[src/rtl/gtxe2_chnl_cpll_lockdet.sv]
// CPLL lock / clock-loss detector: counts synchronized ref/fb toggle edges per window (sticky lost flags with GTXE2_CPLL_LOCKDET_STICKY_LOST_EN).
// Latency: toggle to counted edge 3 cycles; outputs registered one cycle after each window-end cycle.
// Backpressure: none; free-running observer with no flow control.
module gtxe2_chnl_cpll_lockdet #(
   parameter int WINDOW       = 256,
   parameter int RATIO        = 1,
   parameter int TOL          = 2,
   parameter int LOCK_WINDOWS = 4,
   parameter int CNT_W        = 16
) (
   input  logic             CPLLLOCKDETCLK,
   input  logic             CPLLRESET,
   input  logic             CPLLLOCKEN,
   input  logic             CPLLPD,
   input  logic             ref_toggle,
   input  logic             fb_toggle,
   output logic             CPLLLOCK,
   output logic             CPLLREFCLKLOST,
   output logic             CPLLFBCLKLOST,
   output logic [CNT_W-1:0] ref_count,
   output logic [CNT_W-1:0] fb_count
);

   localparam int WIN_W = (WINDOW > 1) ? $clog2(WINDOW) : 1;
   localparam int GW_W  = $clog2(LOCK_WINDOWS + 1);
   localparam int AW    = CNT_W + 8;

   typedef enum logic [1:0] {
      S_IDLE    = 2'd0,
      S_MEASURE = 2'd1,
      S_LOCKED  = 2'd2
   } state_t;

   state_t             r_state;
   logic [1:0]         r_ref_s;
   logic               r_ref_d;
   logic [1:0]         r_fb_s;
   logic               r_fb_d;
   logic [WIN_W-1:0]   r_win_cnt;
   logic [CNT_W-1:0]   r_ref_cnt;
   logic [CNT_W-1:0]   r_fb_cnt;
   logic [GW_W-1:0]    r_good_cnt;
   logic               r_lock;
   logic               r_ref_lost;
   logic               r_fb_lost;
   logic [CNT_W-1:0]   r_ref_cap;
   logic [CNT_W-1:0]   r_fb_cap;

   logic               w_ref_edge;
   logic               w_fb_edge;
   logic [CNT_W-1:0]   w_ref_next;
   logic [CNT_W-1:0]   w_fb_next;
   logic               w_win_end;
   logic [AW-1:0]      w_exp;
   logic [AW-1:0]      w_fb_ext;
   logic [AW-1:0]      w_diff;
   logic               w_ref_lost;
   logic               w_fb_lost;
   logic               w_good;
   logic [GW_W-1:0]    w_good_inc;
   logic               w_ref_lost_nxt;
   logic               w_fb_lost_nxt;
   logic               w_idle_force;

   // Synchronizers keep running outside MEASURE/LOCKED so no stale level
   // shows up as a false edge when measurement starts.
   always_ff @(posedge CPLLLOCKDETCLK) begin
      if (CPLLRESET) begin
         r_ref_s <= 2'b00;
         r_ref_d <= 1'b0;
         r_fb_s  <= 2'b00;
         r_fb_d  <= 1'b0;
      end else begin
         r_ref_s <= {r_ref_s[0], ref_toggle};
         r_ref_d <= r_ref_s[1];
         r_fb_s  <= {r_fb_s[0], fb_toggle};
         r_fb_d  <= r_fb_s[1];
      end
   end

   assign w_ref_edge = r_ref_s[1] ^ r_ref_d;
   assign w_fb_edge  = r_fb_s[1] ^ r_fb_d;

   assign w_ref_next = (&r_ref_cnt) ? r_ref_cnt : r_ref_cnt + {{(CNT_W-1){1'b0}}, w_ref_edge};
   assign w_fb_next  = (&r_fb_cnt)  ? r_fb_cnt  : r_fb_cnt  + {{(CNT_W-1){1'b0}}, w_fb_edge};

   assign w_win_end  = (r_win_cnt == WIN_W'(WINDOW - 1));

   assign w_exp      = AW'(w_ref_next) * AW'(RATIO);
   assign w_fb_ext   = AW'(w_fb_next);
   assign w_diff     = (w_fb_ext >= w_exp) ? (w_fb_ext - w_exp) : (w_exp - w_fb_ext);
   assign w_ref_lost = (w_ref_next == '0);
   assign w_fb_lost  = (w_fb_next == '0);
   assign w_good     = !w_ref_lost && !w_fb_lost && (w_diff <= AW'(TOL));
   assign w_good_inc = (r_good_cnt >= GW_W'(LOCK_WINDOWS)) ? r_good_cnt : r_good_cnt + GW_W'(1);

`ifdef GTXE2_CPLL_LOCKDET_STICKY_LOST_EN
   assign w_ref_lost_nxt = r_ref_lost | w_ref_lost;
   assign w_fb_lost_nxt  = r_fb_lost  | w_fb_lost;
`else
   assign w_ref_lost_nxt = w_ref_lost;
   assign w_fb_lost_nxt  = w_fb_lost;
`endif

   // Disable/power-down takes priority over a coincident window end.
   assign w_idle_force = CPLLRESET || !CPLLLOCKEN || CPLLPD;

   always_ff @(posedge CPLLLOCKDETCLK) begin
      if (w_idle_force) begin
         r_state    <= S_IDLE;
         r_win_cnt  <= '0;
         r_ref_cnt  <= '0;
         r_fb_cnt   <= '0;
         r_good_cnt <= '0;
         r_lock     <= 1'b0;
         r_ref_lost <= 1'b0;
         r_fb_lost  <= 1'b0;
         r_ref_cap  <= '0;
         r_fb_cap   <= '0;
      end else begin
         case (r_state)
            S_IDLE: begin
               r_state    <= S_MEASURE;
               r_win_cnt  <= '0;
               r_ref_cnt  <= '0;
               r_fb_cnt   <= '0;
               r_good_cnt <= '0;
               r_lock     <= 1'b0;
            end
            default: begin
               if (w_win_end) begin
                  r_win_cnt  <= '0;
                  r_ref_cnt  <= '0;
                  r_fb_cnt   <= '0;
                  r_ref_cap  <= w_ref_next;
                  r_fb_cap   <= w_fb_next;
                  r_ref_lost <= w_ref_lost_nxt;
                  r_fb_lost  <= w_fb_lost_nxt;
                  if (w_good) begin
                     r_good_cnt <= w_good_inc;
                     if (w_good_inc == GW_W'(LOCK_WINDOWS)) begin
                        r_state <= S_LOCKED;
                        r_lock  <= 1'b1;
                     end else begin
                        r_state <= S_MEASURE;
                        r_lock  <= 1'b0;
                     end
                  end else begin
                     r_good_cnt <= '0;
                     r_state    <= S_MEASURE;
                     r_lock     <= 1'b0;
                  end
               end else begin
                  r_win_cnt <= r_win_cnt + WIN_W'(1);
                  r_ref_cnt <= w_ref_next;
                  r_fb_cnt  <= w_fb_next;
               end
            end
         endcase
      end
   end

   assign CPLLLOCK       = r_lock;
   assign CPLLREFCLKLOST = r_ref_lost;
   assign CPLLFBCLKLOST  = r_fb_lost;
   assign ref_count      = r_ref_cap;
   assign fb_count       = r_fb_cap;

endmodule
[config.mk]
export PLATFORM = sky130hd
export DESIGN_NAME = gtxe2_chnl_cpll_lockdet
export DESIGN_NICKNAME = d
export VERILOG_FILES = /design/src/rtl/gtxe2_chnl_cpll_lockdet.sv
export SDC_FILE = /design/constraint.sdc
export NUM_CORES = 1
export LEC_CHECK = 0
export BUFFER_PORTS_ARGS = -buffer_cell sky130_fd_sc_hd__buf_4
export CORE_MARGIN = 3
export CORE_UTILIZATION = 56
export CTS_CLUSTER_SIZE = 16
export DETAILED_ROUTE_END_ITERATION = 10
export MAX_ROUTING_LAYER = met4
export PLACE_DENSITY = 0.83
export SLEW_MARGIN = 20
export SYNTH_ARGS = -nofsm -noshare
export SYNTH_HDL_FRONTEND = slang
export SYNTH_SLANG_ARGS = --single-unit
[constraint.sdc]
create_clock -name CPLLLOCKDETCLK -period 4.94 [get_ports CPLLLOCKDETCLK]
set_clock_uncertainty 0.2 [all_clocks]
set_input_delay 1.482 -clock CPLLLOCKDETCLK [delete_from_list [all_inputs] [get_ports CPLLLOCKDETCLK]]
set_output_delay 1.482 -clock CPLLLOCKDETCLK [all_outputs]
set_load 0.01 [all_outputs]
==> Word-level counts from Yosys, hierarchy flattened <==
Cells that the tools add are included.
{ "totals": {"regBits": 86, "input_bits": 6, "output_inout_bits": 35, "word_cells": 56} }
{ "classes": {"addsub": 6, "order_cmp": 3, "eq_ne": 2, "n_mux": 11, "n_bitwise": 3, "n_reduce_logical": 16} }
{ "op_table": {"columns": ["cell", "count"], "rows": [
  ["16-bit by 16-bit subtractor with 17-bit output", 2],
  ["16-bit by 1-bit adder with 16-bit output", 2],
  ["16-bit zero test", 2],
  ["16-bit two-way mux", 2],
  ["16-bit AND reduction", 2],
  ["24-bit by 2-bit less-or-equal comparator with 1-bit output, second input constant", 1],
  ["24-bit two-way mux", 1],
  ["16-bit >= comparator", 1],
  ["8-bit by 1-bit adder with 8-bit output, second input constant", 1],
  ["8-bit == test, second input constant", 1],
  ["3-bit two-way mux", 2],
  ["1-bit two-way mux", 4],
  ["2-bit two-way mux", 2],
  ["3-bit by 1-bit adder with 3-bit output, second input constant", 1],
  ["3-bit == test, second input constant", 1],
  ["3-bit >= comparator, second input constant", 1],
  ["1-bit zero test", 3],
  ["3-bit OR reduction", 1],
  ["1-bit logical AND", 2],
  ["2-bit zero test", 1],
  ["1-bit logical OR", 2],
  ["2-bit AND reduction", 1],
  ["2-bit nonzero test", 1],
  ["2-bit OR reduction", 1],
  ["other kinds (2)", 3]
]} }

==> Longest topological paths before layout <==
Gate-level depths: netlist of the first run.
{ "logic_depth": {"depth_word": 10, "mapped_depth": 21, "depth_no_buf": 20} }

==> Least setup slack after synthesis of the first run <==
OpenSTA, ideal clock, no wires.
{ "synth_timing": {"path_type": "register to register", "from": "register r_ref_s[1]", "to": "register r_state[1]", "setup_time_ps": 128, "arrival_time_ps": 4470, "t_required_ps": 4612, "path_slack_ps": 141, "stages_incl_launch_ff": 21, "n_path_buf": 2, "synth_period_minus_slack_ps": 4799, "path_cell_list": "dfxtp_1 > xor2_1 > ha_1 > ha_1 > nand3_1 > or4_1 > xnor2_1 > ha_1 > clkbuf_1 > and2_1 > clkbuf_1 > a22oi_1 > nand2b_1 > maj3_1 > a221o_1 > a21oi_1 > and4bb_1 > o211a_1 > o221ai_2 > o21ai_1 > nor3b_2"} }
{ "synth_via": {"elab_chain_cells": 8, "elab_cells_between_ends": 13, "cone_classes": "add/sub: 3; order compare: 2; mux: 3; bitwise: 1; reduce/logical: 4"} }
{ "synth_lines": {"columns": ["element", "line_no", "text"], "rows": [
  ["start: declaration", "35", "logic [1:0] r_ref_s;"],
  ["start signal: assignment", "74", "r_ref_s <= {r_ref_s[0], ref_toggle};"],
  ["1-bit XOR (*)", "81", "assign w_ref_edge = r_ref_s[1] ^ r_ref_d;"],
  ["16-bit by 1-bit adder with 16-bit output (*)", "84", "assign w_ref_next = (&r_ref_cnt) ? r_ref_cnt : r_ref_cnt + {{(CNT_W-1){1'b0}}, w_ref_edge};"],
  ["16-bit two-way mux (*)", "84", null],
  ["16-bit by 16-bit subtractor with 17-bit output, or another cell as far along", "91", "assign w_diff = (w_fb_ext >= w_exp) ? (w_fb_ext - w_exp) : (w_exp - w_fb_ext);"],
  ["24-bit two-way mux / 1-bit zero test (equally long branches)", "91, 94", null],
  ["24-bit by 2-bit less-or-equal comparator with 1-bit output / 1-bit logical AND (equally long branches)", "94", "assign w_good = !w_ref_lost && !w_fb_lost && (w_diff <= AW'(TOL));"],
  ["1-bit logical AND (*)", "94", null],
  ["2-bit two-way mux (*)", "139", "if (w_good) begin"],
  ["end signal: assignment", "142", "r_state <= S_LOCKED;"],
  ["end signal: assignment", "145", "r_state <= S_MEASURE;"],
  ["end signal: assignment", "150", "r_state <= S_MEASURE;"],
  ["end: declaration", "34", "state_t r_state;"]
]} }
Every way passes the cells marked *; elsewhere a longest branch is shown, timed or not.
A chain may end at the register's enable or synchronous reset.

==> Worst setup path after layout of the first run <==
{ "layout_timing": {"from": "register r_ref_d", "to": "register r_good_cnt[0]"} }
{ "layout_via": {"elab_chain_cells": 8, "elab_cells_between_ends": 13, "cone_classes": "add/sub: 3; order compare: 2; mux: 3; bitwise: 1; reduce/logical: 4"} }
{ "layout_lines": {"columns": ["element", "line_no", "text"], "rows": [
  ["start: declaration", "36", "logic r_ref_d;"],
  ["start signal: assignment", "75", "r_ref_d <= r_ref_s[1];"],
  ["1-bit XOR (*)", "81", null],
  ["16-bit by 1-bit adder with 16-bit output (*)", "84", null],
  ["16-bit two-way mux (*)", "84", null],
  ["16-bit by 16-bit subtractor with 17-bit output, or another cell as far along", "91", null],
  ["24-bit two-way mux / 1-bit zero test (equally long branches)", "91, 94", null],
  ["24-bit by 2-bit less-or-equal comparator with 1-bit output / 1-bit logical AND (equally long branches)", "94", null],
  ["1-bit logical AND (*)", "94", null],
  ["3-bit two-way mux (*)", "139", null],
  ["end signal: assignment", "140", "r_good_cnt <= w_good_inc;"],
  ["end: declaration", "42", "logic [GW_W-1:0] r_good_cnt;"]
]} }
Marked as above.

==> impl_metrics.csv, run 1 <==
group,metric,value,unit
outcome,status,"complete, no violations",
worst_setup_path,r2r_start,"r_ref_d",
logic_synthesis,synth_top_flop_cell,"dfxtp_1",
logic_synthesis,yosys_warnings,0,
global_routing,grt_max_degree,49,
placement,io_buffers,40,
floorplanning,io_pins,41,
logic_synthesis,ys_types,86,
flow_run,max_cap_violations,0,
placement,routabilityCongestion,1.02,
power,p_leak,0.00327,uW
sta,setup_viol,0,
sta,min_period,4.79,ns
worst_setup_path,criticalPathCategory,"register to register",
logic_synthesis,synth.largest_area_cell,"dfxtp_1",
worst_setup_path,required,5.05,ns
floorplanning,fp.dieW,111,um
worst_setup_path,r2r_setup_slack,0.15,ns
routing,wirelength,21.3,mm
logic_synthesis,synth-edff-count,0,
global_routing,grt_pass1_vias,6166,
clocking,cts_buffers,9,
worst_setup_path,crit_fanout,8,
routing,drc,0,
layout,final_common_cell,"buf_4",
global_routing,grt_util_all_layers,34.3,%
power,power_density,177,nW/um2
clocking,worstSkewPairLatency,0.37,ns
clocking,cts_root_buffer,"clkbuf_8",
sta,maxSlewHeadroom,32.8,%
floorplanning,start_util,58.4,%
worst_setup_path,r2r.worst_path.cells,19,
clocking,cts.sinks,85,
routing,wl_per_cell,20.8,um
logic_synthesis,synth_top_area_share,27.7,%
logic_synthesis,syn_inst,774,
logic_synthesis,synth.ff_latch_count,85,
routing,avgViaCountPerCell,6.41,
layout,fillers,840,
worst_setup_path,arrival,4.90,ns
min_path,hold_start,"r_ref_s[0]",
sta,max_freq,0.209,GHz
routing,drtAntennaViolNets,0,
min_path,hold-path-cell-count,1,
placement,dp_hpwl,16.5,mm
layout,area_growth,24.9,%
layout,drive_above_1_share,25.3,%
routing,first_iter_violations,661,
logic_synthesis,async_flop_share,0,%
logic_synthesis,synth_seq_area_share,27.7,%
floorplanning,die_area,12200,um2
layout,layout.nets,928,
placement,post_dp_cell_area,7140,um2
floorplanning,coreArea,10500,um2
layout,antennaDiodeCount,0,
logic_synthesis,netlist_area,6130,um2
logic_synthesis,synth_area_per_cell,7.92,um2
worst_setup_path,end_kind,"register",
routing,dr.pass1.iters,6,
floorplanning,die_h,111,um
floorplanning,rows,37,
global_routing,antenna_found_initial,0,
global_routing,grt_pass1_wl,32.7,mm
logic_synthesis,ys_top_cells_by_area,"dfxtp_1 (28%), ha_1 (6.9%), nor2_1 (6.7%)",
clocking,clockBufferDepth,2,
global_routing,gr-total-overflow,0,
sta,drv_slew,0,
layout,finalCoreUtilization,72.9,%
worst_setup_path,regToRegEndpoint,"r_good_cnt[0]",
sta,hold_viol,0,
min_path,hold_class,"register to register",
sta,worst_slew_pin_slew,1.01,ns
logic_synthesis,synth_fp_nets,816,
clocking,cts_tree,"done",
layout,final_cell_mix,"buf_4 (142), nor2_1 (108), dfxtp_1 (80), nand2_1 (47), inv_1 (41)",
power,ir_worst_vdd,0.235,mV
worst_setup_path,start_kind,"register",
sta,min_period_over_period,96.9,%
clocking,cts_max_level,3,
layout,stdcell_area,7660,um2
clocking,cts.clk_slew.worst_paths,0.08,ns
routing,num_vias,6566,
min_path,whs_endpoint,"r_ref_s[1]",
==> power by group <==
group	internal (uW)	leakage, uW	switching (uW)
clock network	293	0.000108	255
registers	687	0.000688	1.76
logic	53.0	0.00247	62.4
==> cells in the mapped netlist, types with 11 or more instances <==
library cell and n:
and2_1 11, mux2i_1 13, a31oi_1 11, nand2_1 49, xnor2_1 28, nor3_1 20, a21oi_1 38, a211oi_1 24
nor2_1 109, nor4_1 16, xor2_1 20, inv_1 42, a21o_1 12, nand3_1 34, clkbuf_1 36, ha_1 34
nor2b_1 11, o21ai_0 17, dfxtp_1 85, nand4_1 21
==> repair_timing <==
item | in CTS | in global routing
setup endpoints to repair | 3 | 5
hold buffers | 0 | 0
resized for setup | 1 | 47
buffers inserted | 0 | 11
pin swaps | 0 | 13
==> sequential cells by signal, indices dropped and copies added, names as in the netlist <==
name and cells:
fb_count 16, r_fb_cnt 16, r_ref_cnt 16, ref_count 16, r_win_cnt 8, r_good_cnt 3, r_fb_s 2, r_ref_s 2
r_state 2, CPLLFBCLKLOST 1, CPLLREFCLKLOST 1, r_fb_d 1, r_ref_d 1
==> per-layer routing <==
metal / track usage, % / part of all wire (%) / vias to the layer above
met3: 7.01 / 8.6 / 92
li1: - / - / 3012
met5: - / 0 / -
met2: 51.4 / 44 / 378
met4: 17.1 / 5.4 / 0
met1: 43.9 / 42 / 3084
==> worst max path at each step <==
stage                    end  slack [ns]  cells after the start          start
6_report       r_good_cnt[0]        0.15                     19        r_ref_d
5_1_grt        r_good_cnt[0]       -0.08                     20    r_fb_cnt[5]
4_1_cts        r_good_cnt[0]        0.07                     20  r_ref_cnt[11]
3_5_place_dp   r_good_cnt[0]       -0.03                     18     r_ref_s[1]
3_3_place_gp      r_state[1]         0.1                     18     r_ref_s[1]
2_1_floorplan     r_state[1]        0.14                     20     r_ref_s[1]
==> per-stage QoR <==
stage | total power [uW] | hold WS, ns | TNS (ns) | cells | setup WS, ns
6_report | 1350 | 0.253 | 0 | 1025 | 0.153
5_1_grt | 1390 | 0.265 | -0.147 | 1025 | -0.0829
4_1_cts | 1340 | 0.255 | 0 | 1014 | 0.0671
3_5_place_dp | 804 | 0.229 | -0.0594 | 1000 | -0.0284
3_3_place_gp | 802 | 0.225 | 0 | 1000 | 0.0998
2_1_floorplan | 765 | 0.214 | 0 | 774 | 0.141
==> critical path: stages (launching register included) <==
cell and delay (ns):
dfxtp_1 0.34, xor2_1 0.18, ha_2 0.24, ha_2 0.21
nand3_1 0.10, or4_4 0.56, xnor2_4 0.23, ha_1 0.27
buf_4 0.17, a21o_4 0.24, o221ai_1 0.18, nand2_1 0.12
a32o_1 0.29, a311oi_4 0.21, buf_6 0.17, mux2i_1 0.21
o211a_1 0.21, o221ai_4 0.13, nor4_4 0.28, o22a_1 0.18
==> area by class of cell <==
class	count	area [um2]	share of cell area, %
clock buffers	10	138	1.80
multi-input cells	603	4330	56.5
well taps	136	170	2.22
repair buffers	143	1080	14.1
inverters	44	165	2.16
flip-flops and latches	85	1710	22.3
clock inverters	4	73.8	0.964
==> logic make-up (layout without fill, tap and decap cells) <==
group / count (synthesis) / in the layout / synth area share (%)
AND/OR/NAND/NOR: 322 / 322 / 27.4
AO/OA/AOI/OAI: 175 / 175 / 20.7
buffers and inverters: 86 / 201 / 5.37
flip-flops: 85 / 85 / 27.7
XOR/XNOR: 52 / 52 / 8.24
adder cells (fa/ha/maj): 40 / 40 / 8.24
multiplexers: 14 / 14 / 2.31
Note: power is estimated with default switching activity, not from simulation.
==> inputs of run 2 (changes only) <==
Settings changed: CORE_UTILIZATION 56 to 60, PLACE_DENSITY 0.83 to 0.84.
Clock period 4.94 ns to 5.86 ns, I/O delays scaled along.
==> impl_metrics.csv, run 2 (same netlist as run 1, synthesis figures left out) <==
group,metric,value,unit
layout,final_common_cell,"nor2_1",
clocking,cts.clk_slew.worst_paths,0.10,ns
layout,register_area,1700,um2
floorplanning,start_util,62.2,%
sta,rsz0062_at_grt,"false",
routing,first_iter_violations,556,
placement,io_buffers,40,
clocking,cts_buffers,9,
placement,routabilityCongestion,1.04,
sta,hold_viol,0,
layout,instances_no_fill,948,
routing,drtAntennaViolNets,0,
routing,wirelength,19.2,mm
routing,wl_per_cell,20.3,um
sta,setup_viol,0,
worst_setup_path,crit_fanout,12,
global_routing,grt_util_all_layers,34.9,%
routing,dr.pass1.iters,6,
power,power.switching,293,uW
clocking,cts.sinks,85,
worst_setup_path,required,6.00,ns
clocking,worstSkewPairLatency,0.38,ns
worst_setup_path,end_kind,"register",
global_routing,grt_max_degree,49,
layout,antennaDiodeCount,0,
power,power_density,156,nW/um2
clocking,post-cts-setup-buffers,0,
clocking,clockBufferDepth,2,
flow_run,max_cap_violations,0,
global_routing,antenna_found_initial,0,
sta,min_period,5.53,ns
routing,num_vias,6135,
layout,area_growth,11.6,%
layout,final_cell_mix,"nor2_1 (108), dfxtp_1 (85), buf_4 (67), nand2_1 (49), inv_1 (42)",
clocking,cts_root_buffer,"clkbuf_8",
layout,multi_input_area,4110,um2
floorplanning,fp.dieW,107,um
worst_setup_path,path_cells,"nand4_1 > nor4_1 > buf_4 > o21ai_0 > nand2_1 > inv_1 > ha_1 > nand2_1 > nand2_1 > o31a_1 > nand3_1 > maj3_1 > o311ai_2 > a311oi_4 > mux2i_1 > o211a_1 > o221ai_2 > nor4_2 > o22a_1",
power,seq_power_share,54.2,%
min_path,hold_class,"register to register",
sta,min_period_over_period,94.4,%
power,ir_worst_vdd,0.228,mV
routing,drc,0,
floorplanning,io_pins,41,
layout,fillers,827,
layout,layout.nets,852,
sta,fin_setup_tns,0,ns
power,switching_share,27.4,%
power,power.internal,778,uW
layout,drive_above_1_share,14.0,%
worst_setup_path,criticalPathCategory,"register to register",
placement,dp_hpwl,14.7,mm
placement,pre_cts_ws,0.447,ns
sta,setup_ws,0.330,ns
worst_setup_path,start_kind,"register",
power,p_leak,0.00285,uW
worst_setup_path,cp_common_cell,"nand2_1",
floorplanning,die_h,107,um
global_routing,grt_pass1_wl,30.3,mm
floorplanning,die_area,11500,um2
worst_setup_path,arrival,5.67,ns
sta,drv_slew,0,
clocking,cts_max_level,3,
power,clock_power_share,39.0,%
sta,maxSlewHeadroom,31.4,%
worst_setup_path,cp_slowest_stage_delay,0.55,ns
floorplanning,rows,36,
global_routing,gr-total-overflow,0,
placement,dp.cells,932,
routing,avgViaCountPerCell,6.47,
floorplanning,coreArea,9860,um2
global_routing,grt_pass1_vias,5789,
clocking,cts_tree,"done",
power,combPwrFrac,6.8,%
sta,max_freq,0.181,GHz
sta,worst_slew_pin_slew,1.03,ns
outcome,status,"complete, no violations",
worst_setup_path,crit_slowest_cell,"dfxtp_1",
[run 2: changes by cell type in the layout (fill, tap and decap cells not counted), sizes merged]
cell	before	now
buf	143	67
clkbuf	10	9
clkinv	2	1
bufinv	2	0
inv	44	49
clkinvlp	0	1
[run 2: area by class of cell]
cell class,instances,share of cell area (%)
Multi-Input combinational cell,603,60.1
Sequential cell,85,24.9
Timing Repair Buffer,67,7.35
Tap cell,133,2.43
Inverter,44,2.41
Clock buffer,9,1.81
Clock inverter,7,1.06
[run 2: path summary, 6_finish.rpt]
kind	from	to	slack, ns	cells after the start
worst max-delay path	r_fb_cnt[6]	r_good_cnt[0]	0.33	19
worst min-delay path	r_ref_s[0]	r_ref_s[1]	0.26	1
worst max register to register	r_fb_cnt[6]	r_good_cnt[0]	0.33	19
worst min register to register	r_ref_s[0]	r_ref_s[1]	0.26	1
[run 2: repair_timing]
| item | 4_1_cts | 5_1_grt |
|---|---|---|
| endpoints found under the setup margin | 0 | 4 |
| gates resized for setup | 0 | 1 |
| hold buffers | 0 | 0 |
[run 2: worst max-delay path: cells and delay by family (launching register included)]
kind                       cells  cell delay (ns)
muxes                          1             0.34
buffers and inverters          2             0.39
DFF                            1             0.55
AOI/OAI and AO/OA              7             1.76
and+or+nand+nor                7             1.58
adders and majority gates      2             0.63
[run 2: routing by layer]
layer / global-route usage [%] / part of all wire, % / vias up / wire [um]
met3: 8.49 / 8.3 / 67 / 1590
met2: 52.8 / 45 / 286 / 8640
li1: - / - / 2878 / -
met1: 44.6 / 43 / 2904 / 8170
met5: - / 0 / - / 0
met4: 14.9 / 4.2 / 0 / 807
[run 2: through the flow]
step / util [%] / total power (uW) / hold WS (ns) / instance area (um2)
after floorplan: - / 645 / 0.214 / 6130
after global placement: 67.4 / 663 / 0.225 / 6650
after detailed placement: 67.4 / 664 / 0.227 / 6650
after CTS: 69.4 / 1070 / 0.266 / 6840
after global routing: 69.4 / 1110 / 0.268 / 6850
final: 69.4 / 1070 / 0.263 / 6850
[run 2: power groups by stage]
stage               Combinational [uW]  Sequential (uW)  Clock [uW]
floorplan                         51.4              594           0
global placement                  69.2              594           0
detailed placement                70.1              594           0
CTS                               71.0              581         423
global route                      79.2              581         446
finish                            72.6              581         418
==> inputs of run 3 (changes only) <==
Settings changed: PLACE_DENSITY 0.84 to 0.88.
==> impl_metrics.csv, run 3 (same netlist as run 1, synthesis figures left out) <==
group,metric,value,unit
worst_setup_path,end_kind,"register",
floorplanning,die_area,11500,um2
clocking,cts_root_buffer,"clkbuf_8",
floorplanning,start_util,62.2,%
floorplanning,rows,36,
power,p_leak,0.00287,uW
routing,wirelength,19.8,mm
power,power_density,159,nW/um2
floorplanning,io_pins,41,
worst_setup_path,criticalPathCategory,"register to register",
global_routing,grt_max_degree,49,
outcome,status,"complete, no violations",
worst_setup_path,r2r_start,"r_ref_cnt[2]",
clocking,cts.clk_slew.worst_paths,0.09,ns
global_routing,use_met2,56.0,%
sta,min_period_over_period,96.2,%
clocking,cts.sinks,85,
layout,area_growth,12.4,%
layout,fillers,775,
sta,drv_slew,0,
power,clock_power_share,40.1,%
sta,max_freq,0.177,GHz
routing,avgViaCountPerCell,6.50,
floorplanning,coreArea,9860,um2
clocking,worstSkewPairLatency,0.38,ns
clocking,clockBufferDepth,2,
routing,num_vias,6184,
power,power.switching,281,uW
clocking,cts_max_level,3,
layout,layout.nets,855,
global_routing,gr-total-overflow,0,
global_routing,busiest_layer,"met2",
global_routing,grt_pass1_wl,30.7,mm
sta,rsz0062_at_grt,"false",
min_path,hold-path-cell-count,1,
placement,routabilityCongestion,1.03,
placement,io_buffers,40,
power,power.internal,813,uW
worst_setup_path,r2r_setup_slack,0.22,ns
global_routing,grtUsageMet1,45.2,%
clocking,cts_buffers,9,
sta,hold_viol,0,
worst_setup_path,start_kind,"register",
routing,dr.pass1.iters,5,
power,ir_worst_vdd,0.181,mV
power,combPwrFrac,6.9,%
global_routing,grt_util_all_layers,35.2,%
min_path,hold_class,"register to register",
flow_run,max_cap_violations,0,
routing,wl_per_cell,20.8,um
layout,drive_above_1_share,14.5,%
worst_setup_path,r2r.worst_path.cells,17,
sta,min_period,5.64,ns
power,finalPower,1090,uW
global_routing,grt_use_met3,4.58,%
worst_setup_path,crit_fanout,11,
power,seq_power_share,53.0,%
layout,antennaDiodeCount,0,
sta,maxSlewHeadroom,31.8,%
layout,final_cell_mix,"nor2_1 (108), dfxtp_1 (85), buf_4 (70), nand2_1 (49), inv_1 (42)",
placement,dp_hpwl,15.4,mm
sta,setup_viol,0,
layout,multi_input_area,4130,um2
routing,drc,0,
min_path,hold_start,"r_fb_s[0]",
floorplanning,fp.dieW,107,um
worst_setup_path,required,5.97,ns
worst_setup_path,regToRegEndpoint,"r_good_cnt[0]",
routing,drtAntennaViolNets,0,
layout,register_area,1700,um2
clocking,post-cts-setup-buffers,0,
sta,fin_setup_tns,0,ns
clocking,ctsHoldBuffers,0,
floorplanning,die_h,107,um
layout,final_common_cell,"nor2_1",
min_path,whs_endpoint,"r_fb_s[1]",
routing,first_iter_violations,747,
global_routing,antenna_found_initial,0,
worst_setup_path,arrival,5.75,ns
sta,worst_slew_pin_slew,1.02,ns
clocking,cts_tree,"done",
global_routing,grt_pass1_vias,5880,
power,switching_share,25.7,%
-- run 3: timing repair --
item | CTS | global route
hold endpoints to repair | 0 | 0
gates resized for setup | 0 | 3
endpoints found under the setup margin | 0 | 5
-- run 3: cell type report --
class / instances / share of cell area (%)
Multi-Input combinational cell: 603 / 59.9
Sequential cell: 85 / 24.7
Timing Repair Buffer: 70 / 7.62
Tap cell: 133 / 2.41
Inverter: 44 / 2.40
Clock buffer: 9 / 1.80
Clock inverter: 7 / 1.16
-- run 3: worst max-delay path: stages, from the launching register on --
cell	delay [ns]
dfxtp_1	0.59
nand4_1	0.38
nor4_4	0.32
and2_1	0.26
nand2b_1	0.23
xor2_2	0.37
ha_1	0.39
o21a_1	0.14
o21ai_0	0.38
and3b_1	0.25
nor4_1	0.41
o31ai_1	0.14
a221oi_1	0.40
xnor2_1	0.18
nor4_4	0.30
o221ai_2	0.18
nor4_2	0.27
o22a_1	0.18
-- run 3: worst max-delay path by stage --
| stage | from | to | slack, ns | depth (start not counted) |
|---|---|---|---|---|
| after floorplan | r_ref_s[1] | r_state[1] | 1.06 | 20 |
| after global placement | r_fb_cnt[6] | r_good_cnt[0] | 0.36 | 17 |
| after detailed placement | r_fb_cnt[8] | r_good_cnt[0] | 0.20 | 17 |
| after CTS | r_fb_cnt[8] | r_good_cnt[0] | 0.14 | 17 |
| after global routing | r_fb_cnt[8] | r_good_cnt[0] | 0.03 | 17 |
| final | r_ref_cnt[2] | r_good_cnt[0] | 0.22 | 17 |
-- run 3: metrics by stage --
stage | worst slack (ns) | area [um2] | hold WS (ns) | cells | utilization (%)
2_1_floorplan | 1.06 | 6130 | 0.214 | 774 | -
3_3_place_gp | 0.364 | 6670 | 0.232 | 935 | 67.6
3_5_place_dp | 0.201 | 6670 | 0.245 | 935 | 67.6
4_1_cts | 0.141 | 6870 | 0.259 | 951 | 69.7
5_1_grt | 0.0347 | 6890 | 0.281 | 951 | 69.9
6_report | 0.223 | 6890 | 0.259 | 951 | 69.9
-- run 3: power groups by stage --
stage | Combinational [uW] | Sequential (uW) | Clock [uW]
global route | 80.0 | 581 | 460
detailed placement | 72.9 | 594 | 0
floorplan | 51.4 | 594 | 0
global placement | 72.4 | 594 | 0
CTS | 73.4 | 581 | 438
finish | 75.5 | 581 | 438
-- run 3: routing by layer --
layer / up-vias / wire length, um
met4: 0 / 799
met5: - / 0
li1: 2883 / -
met1: 2932 / 8270
met3: 65 / 1480
met2: 304 / 9230
